**src/rtl/emif_ram_arbiter_pkg.sv**
```systemverilog
// emif_pkg: shared widths and state/source encodings for the EMIF RAM arbiter
package emif_pkg;
  localparam int EMIF_ADDR_W = 7;
  localparam int EMIF_DATA_W = 16;
  typedef enum logic [1:0] {IDLE, ISSUE, CAPTURE, RESP} arb_state_t;
  typedef enum logic {SRC_HOST, SRC_INT} src_t;
endpackage

```
**src/rtl/emif_ram_arbiter_rr_arbiter.sv**
```systemverilog
// rr_arbiter: one-hot round-robin picker; the pointer moves past the winner on upd
// Ports: clk, rst (async, active-high), req (request levels), upd (grant strobe),
//        any (some request set), idx (winner index), gnt (one-hot winner)
module rr_arbiter #(
  parameter int N_REQ = 2,
  parameter int IW = N_REQ > 1 ? $clog2(N_REQ) : 1
) (
  input  logic             clk,
  input  logic             rst,
  input  logic [N_REQ-1:0] req,
  input  logic             upd,
  output logic             any,
  output logic [IW-1:0]    idx,
  output logic [N_REQ-1:0] gnt
);
  logic [IW-1:0] ptr_q, ptr_d, k;
  always_comb begin
    any = 1'b0;
    idx = '0;
    k = '0;
    for (int i = 0; i < N_REQ; i++) begin
      k = IW'((int'(ptr_q) + i) % N_REQ);
      if (!any && req[k]) begin
        any = 1'b1;
        idx = k;
      end
    end
  end
  assign gnt = any ? N_REQ'(1) << idx : '0;
  assign ptr_d = (int'(idx) == N_REQ - 1) ? '0 : idx + 1'b1;
  always_ff @(posedge clk or posedge rst)
    if (rst) ptr_q <= '0;
    else if (upd) ptr_q <= ptr_d;
endmodule

```
**src/rtl/emif_ram_arbiter.sv**
```systemverilog
// emif_ram_arbiter: sequences host (priority) and round-robin internal accesses to one RAM port
// Ports: clk, rst (async, active-high); emif_* host port with ack pulse and wait flag;
//        int_* packed internal requesters with gnt/rvalid pulses; ram_* RAM strobes and data.
// Optional: define EMIF_ARB_FAIRNESS_EN to force an internal grant after HOST_STREAK host grants.
module emif_ram_arbiter
  import emif_pkg::*;
#(
  parameter int ADDR_W = EMIF_ADDR_W,
  parameter int DATA_W = EMIF_DATA_W,
  parameter int N_REQ = 2,
  parameter int HOST_STREAK = 4
) (
  input  logic                    clk,
  input  logic                    rst,
  input  logic                    emif_req,
  input  logic                    emif_we,
  input  logic [ADDR_W-1:0]       emif_addr,
  input  logic [DATA_W-1:0]       emif_wdata,
  output logic [DATA_W-1:0]       emif_rdata,
  output logic                    emif_ack,
  output logic                    emif_wait,
  input  logic [N_REQ-1:0]        int_req,
  input  logic [N_REQ-1:0]        int_we,
  input  logic [N_REQ*ADDR_W-1:0] int_addr,
  input  logic [N_REQ*DATA_W-1:0] int_wdata,
  output logic [N_REQ-1:0]        int_gnt,
  output logic [N_REQ-1:0]        int_rvalid,
  output logic [DATA_W-1:0]       int_rdata,
  output logic                    ram_en,
  output logic                    ram_we,
  output logic [ADDR_W-1:0]       ram_addr,
  output logic [DATA_W-1:0]       ram_wdata,
  input  logic [DATA_W-1:0]       ram_rdata
);
  localparam int IW = N_REQ > 1 ? $clog2(N_REQ) : 1;
  arb_state_t state_q, state_d;
  src_t src_q;
  logic we_q, rearm_q, rearm_d, idle, issue, capture, resp;
  logic [ADDR_W-1:0] addr_q;
  logic [DATA_W-1:0] wdata_q, emif_rdata_q, int_rdata_q;
  logic [N_REQ-1:0] win_q, int_oh;
  logic [IW-1:0] int_idx;
  logic int_any, host_win, int_win, force_int;
  rr_arbiter #(.N_REQ(N_REQ), .IW(IW)) u_rr (
    .clk(clk), .rst(rst), .req(int_req), .upd(int_win),
    .any(int_any), .idx(int_idx), .gnt(int_oh)
  );
`ifdef EMIF_ARB_FAIRNESS_EN
  localparam int SW = $clog2(HOST_STREAK + 1);
  logic [SW-1:0] streak_q, streak_d;
  assign force_int = streak_q == SW'(HOST_STREAK);
  assign streak_d = (!int_any || int_win) ? '0 : host_win ? streak_q + 1'b1 : streak_q;
  always_ff @(posedge clk or posedge rst)
    if (rst) streak_q <= '0;
    else streak_q <= streak_d;
`else
  assign force_int = 1'b0;
`endif
  assign idle = state_q == IDLE;
  assign issue = state_q == ISSUE;
  assign capture = state_q == CAPTURE;
  assign resp = state_q == RESP;
  assign host_win = idle && emif_req && rearm_q && !(force_int && int_any);
  assign int_win = idle && int_any && !host_win;
  assign state_d = idle ? ((host_win || int_win) ? ISSUE : IDLE)
                 : issue ? (we_q ? IDLE : CAPTURE)
                 : capture ? RESP : IDLE;
  // Dropping emif_req in the ack cycle rearms at once; a level held across the ack does not
  assign rearm_d = !emif_req || (rearm_q && !emif_ack);
  always_ff @(posedge clk or posedge rst)
    if (rst) begin
      state_q <= IDLE;
      src_q <= SRC_HOST;
      we_q <= 1'b0;
      addr_q <= '0;
      wdata_q <= '0;
      win_q <= '0;
      rearm_q <= 1'b1;
      emif_rdata_q <= '0;
      int_rdata_q <= '0;
    end else begin
      state_q <= state_d;
      rearm_q <= rearm_d;
      if (host_win || int_win) begin
        src_q <= host_win ? SRC_HOST : SRC_INT;
        we_q <= host_win ? emif_we : int_we[int_idx];
        addr_q <= host_win ? emif_addr : int_addr[int_idx*ADDR_W +: ADDR_W];
        wdata_q <= host_win ? emif_wdata : int_wdata[int_idx*DATA_W +: DATA_W];
        win_q <= host_win ? '0 : int_oh;
      end
      if (capture && src_q == SRC_HOST) emif_rdata_q <= ram_rdata;
      if (capture && src_q == SRC_INT) int_rdata_q <= ram_rdata;
    end
  assign ram_en = issue;
  assign ram_we = issue && we_q;
  assign ram_addr = issue ? addr_q : '0;
  assign ram_wdata = issue ? wdata_q : '0;
  assign emif_ack = (src_q == SRC_HOST) && ((issue && we_q) || resp);
  assign emif_wait = emif_req && rearm_q && !emif_ack;
  assign int_gnt = issue ? win_q : '0;
  assign int_rvalid = resp ? win_q : '0;
  assign emif_rdata = emif_rdata_q;
  assign int_rdata = int_rdata_q;
endmodule

```
**config.mk**
```make
export PLATFORM = sky130hd
export DESIGN_NAME = emif_ram_arbiter
export DESIGN_NICKNAME = d
export VERILOG_FILES = /design/src/rtl/emif_ram_arbiter_pkg.sv /design/src/rtl/emif_ram_arbiter_rr_arbiter.sv /design/src/rtl/emif_ram_arbiter.sv
export SDC_FILE = /design/constraint.sdc
export NUM_CORES = 1
export LEC_CHECK = 0
export BUFFER_PORTS_ARGS = -buffer_cell sky130_fd_sc_hd__buf_2
export CAP_MARGIN = 20
export CORE_MARGIN = 2
export CORE_UTILIZATION = 43
export DETAILED_ROUTE_END_ITERATION = 6
export GPL_TIMING_DRIVEN = 0
export PLACE_DENSITY = 0.81
export SLEW_MARGIN = 15
export SYNTH_ARGS = -nofsm -noshare
export SYNTH_HDL_FRONTEND = slang
export SYNTH_HIERARCHICAL = 1
export SYNTH_SLANG_ARGS = --single-unit
export TNS_END_PERCENT = 5
```
**constraint.sdc**
```tcl
create_clock -name clk -period 1.97 [get_ports clk]
set_input_delay 0 -clock clk [delete_from_list [all_inputs] [get_ports clk]]
set_output_delay 0 -clock clk [all_outputs]
set_load 0.02 [all_outputs]
```
==> results.ini <==
[power]
power_mw=7.515
peakVddDrop_v=0.0006726
cellLeakagePower_nw=2.451
powerDensity_nw_per_um2=1581

[route]
routed_via_density=4.830
wire_per_inst_um=14.66
wl_met1_um=3138
first_pass_iters=4
ant_nets=0
drc=0
routed.top_layer=met4
wirelength_um=7831
drt_iter0_markers=64
wl_met2_um=4083
num_vias=2579
route.met3.wl_um=515

[die]
rows=32
dieArea_um2=8664
die_y_um=93.08
core_area_um2=7727
initial_core_util_pct=44.15
pin_count=156
die_w_um=93.08

[logic_synthesis]
synth_area_per_cell_um2=14.16
synth-xor-area-share_pct=0
synth_fa_ha_area_share_pct=0
synthSimpleGateAreaFrac_pct=8.728
synth_compound_area_share_pct=2.017
muxShareOfSynthArea_pct=38.72
syn-num-nets=334
yosysTopAreaCell=dfrtp_1
ys_warn_count=6
synth_top_family_by_area=multiplexers
synth_cell_type_count=30
synth.area.top_cells=dfrtp_1 (45%), mux2_2 (20%), mux2_4 (18%)
synth_area_um2=3412
syn-instance-count=241
yosysSeqAreaShare_pct=46.24
ys_ff_latch=63
synth_top_area_share_pct=45.47

[cts]
cts_max_path_buffers=2
clk_latency_ns=0.34
cts_tree=built
numClockSinks=63
cts_max_level=3
clockRootBuffer=clkbuf_8
cts_made_buffers=9
clkTransAtPathRegs_ns=0.07

[timing]
tightest_slew_ns=0.7488
slew_headroom_pct=50.08
setup_viol=0
rsz0062_at_grt=yes
finalCritPeriodShare_pct=98.85
period_needed_ns=1.947
fmax_ghz=0.5135
slew_violations=0
hold_viol=0
skew_ns=0.01338

[cells_and_area]
area_delta_synth_final_pct=39.35
insertedDiodeCount=0
fin_area_um2=4755
layout-drive-gt1-share_pct=67.59
nets=520

[grt]
gr-total-overflow=0
grt_first_pass_wirelength_um=12690
antenna_found_initial=0
track_usage_pct=18.76
grt_max_degree=63
grt_pass1_vias=2742

[placement]
routabilityCongestion=0.6929
io_buffers=155
hpwl_um=5845
post_dp_cell_area_um2=4318

[setup_path]
crit_path_start_kind=flip-flop
endpoint_kind=flip-flop
critical_path_peak_fanout=10
worstSetupPathType=reg2reg
cp_slowest_cell=dfrtp_1
cp_data_required_time_ns=2.18
arrival_ns=2.16
crit_path_max_incr_delay_ns=0.38
worstPathCellList=nand2b_4 -> and2_1 -> buf_6 -> buf_6 -> mux2_2 -> mux2_4 -> mux2_4

[hold_path]
hp-class=in2reg

[run]
cap_violations=0

[outcome]
status=completed

==> flip-flops by register name, indices dropped and copies added, names as in the netlist <==
name,flops
rearm_q,1
int_rdata,16
state_q,2
src_q,1
we_q,1
addr_q,7
emif_rdata,16
wdata_q,16
u_rr/ptr_q,1
win_q,2
==> cells in the mapped netlist <==
master     number
nand2_1         2
clkbuf_1        3
inv_1           4
nand2b_1        2
buf_6           4
a22o_1          2
nor3b_1         1
and3_1          3
and2_1         28
o21ai_0         2
a21boi_0        1
a31oi_4         1
nor2_2          1
dfstp_2         1
dfrtp_1        62
buf_2           4
nor2_1          4
mux2_1          4
buf_4           2
mux2_4         40
nor2b_1         1
buf_12          2
nand3b_1        1
a21oi_1         1
nand4bb_1       1
nand2b_4        1
or2_1           1
a21o_1          1
nor3_2          1
mux2_2         60
==> worst max-delay path: cells and delay by family (launching register included) <==
kind	cells	cell delay, ns
DFF	1	0.38
muxes	3	0.85
and+or+nand+nor	2	0.31
buffers and inverters	2	0.28
==> routing by layer <==
layer	vias to the layer above	global-route usage (%)
met3	10	4.512
met4	0	7.475
li1	1217	-
met1	1244	21.19
met5	-	0
met2	108	33.94
==> cells by family (layout without fill, tap and decap cells) <==
family                 count (synthesis)  after routing
AOI/OAI and AO/OA                      8              8
muxes                                104            104
and+or+nand+nor                       47             47
buffers and inverters                 19            210
DFF                                   63             63
==> power by group <==
group	switching [mW]	internal, mW
logic	1.94	2.03
clock network	0.531	0.716
registers	0.338	1.96
==> final timing paths <==
| path | start | end | slack, ns | cells after the start |
|---|---|---|---|---|
| max reg2reg | u_rr/ptr_q$_DFFE_PP0P_ | wdata_q[9]$_DFFE_PP0P_ | 0.02 | 7 |
| min | emif_addr[2] | addr_q[2]$_DFFE_PP0P_ | 0.02 | 3 |
| min reg2reg | emif_rdata[0]$_DFFE_PP0P_ | emif_rdata[0]$_DFFE_PP0P_ | 0.49 | 1 |
| max in group asynchronous | rst | emif_rdata[0]$_DFFE_PP0P_ | 1.10 | 3 |
| max | u_rr/ptr_q$_DFFE_PP0P_ | wdata_q[9]$_DFFE_PP0P_ | 0.02 | 7 |
| min in group asynchronous | rst | u_rr/ptr_q$_DFFE_PP0P_ | 0.09 | 3 |
==> final cells by class <==
type                       instances  area [um^2]
fill                             619         2973
multi-input combinational        159         1688
sequential                        63         1578
timing repair buffer             175        975.9
buffer                            15        147.6
tap                              102        127.6
clock buffer                       9        123.9
clock inverter                     7        96.34
inverter                           4        17.52
==> cells in the final DEF (no fill, tap or decap), drive strengths merged, types with 2 or more instances in the layout <==
master	instances
and2	28
nand2b	3
dfrtp	62
dlygate4sd3	20
a22o	2
mux2	104
and3	3
nand2	2
clkbuf	12
o21ai	2
nor2	5
bufinv	2
clkinv	4
inv	5
buf	167
==> repair_timing <==
item,4_1_cts,5_1_grt
hold buffers,20,0
hold endpoints to repair,96,0
resized for setup,3,6
endpoints found under the setup margin,39,39
buffers inserted,0,0
==> through the flow <==
stage | TNS [ns] | hold WS [ns] | util (%) | setup WS (ns) | std cells
after floorplan | 0 | -0.2713 | - | 0.09915 | 241
after global placement | -18.32 | -0.1555 | 55.85 | -0.2979 | 498
after detailed placement | -1.064 | -0.1225 | 55.88 | -0.06336 | 498
after CTS | -0.05723 | 0.001068 | 61.40 | -0.01278 | 534
after global routing | -0.7280 | 0.009976 | 61.53 | -0.04846 | 534
final | 0 | 0.01619 | 61.53 | 0.02257 | 534
No activity file was read; power rests on OpenSTA's default activity.
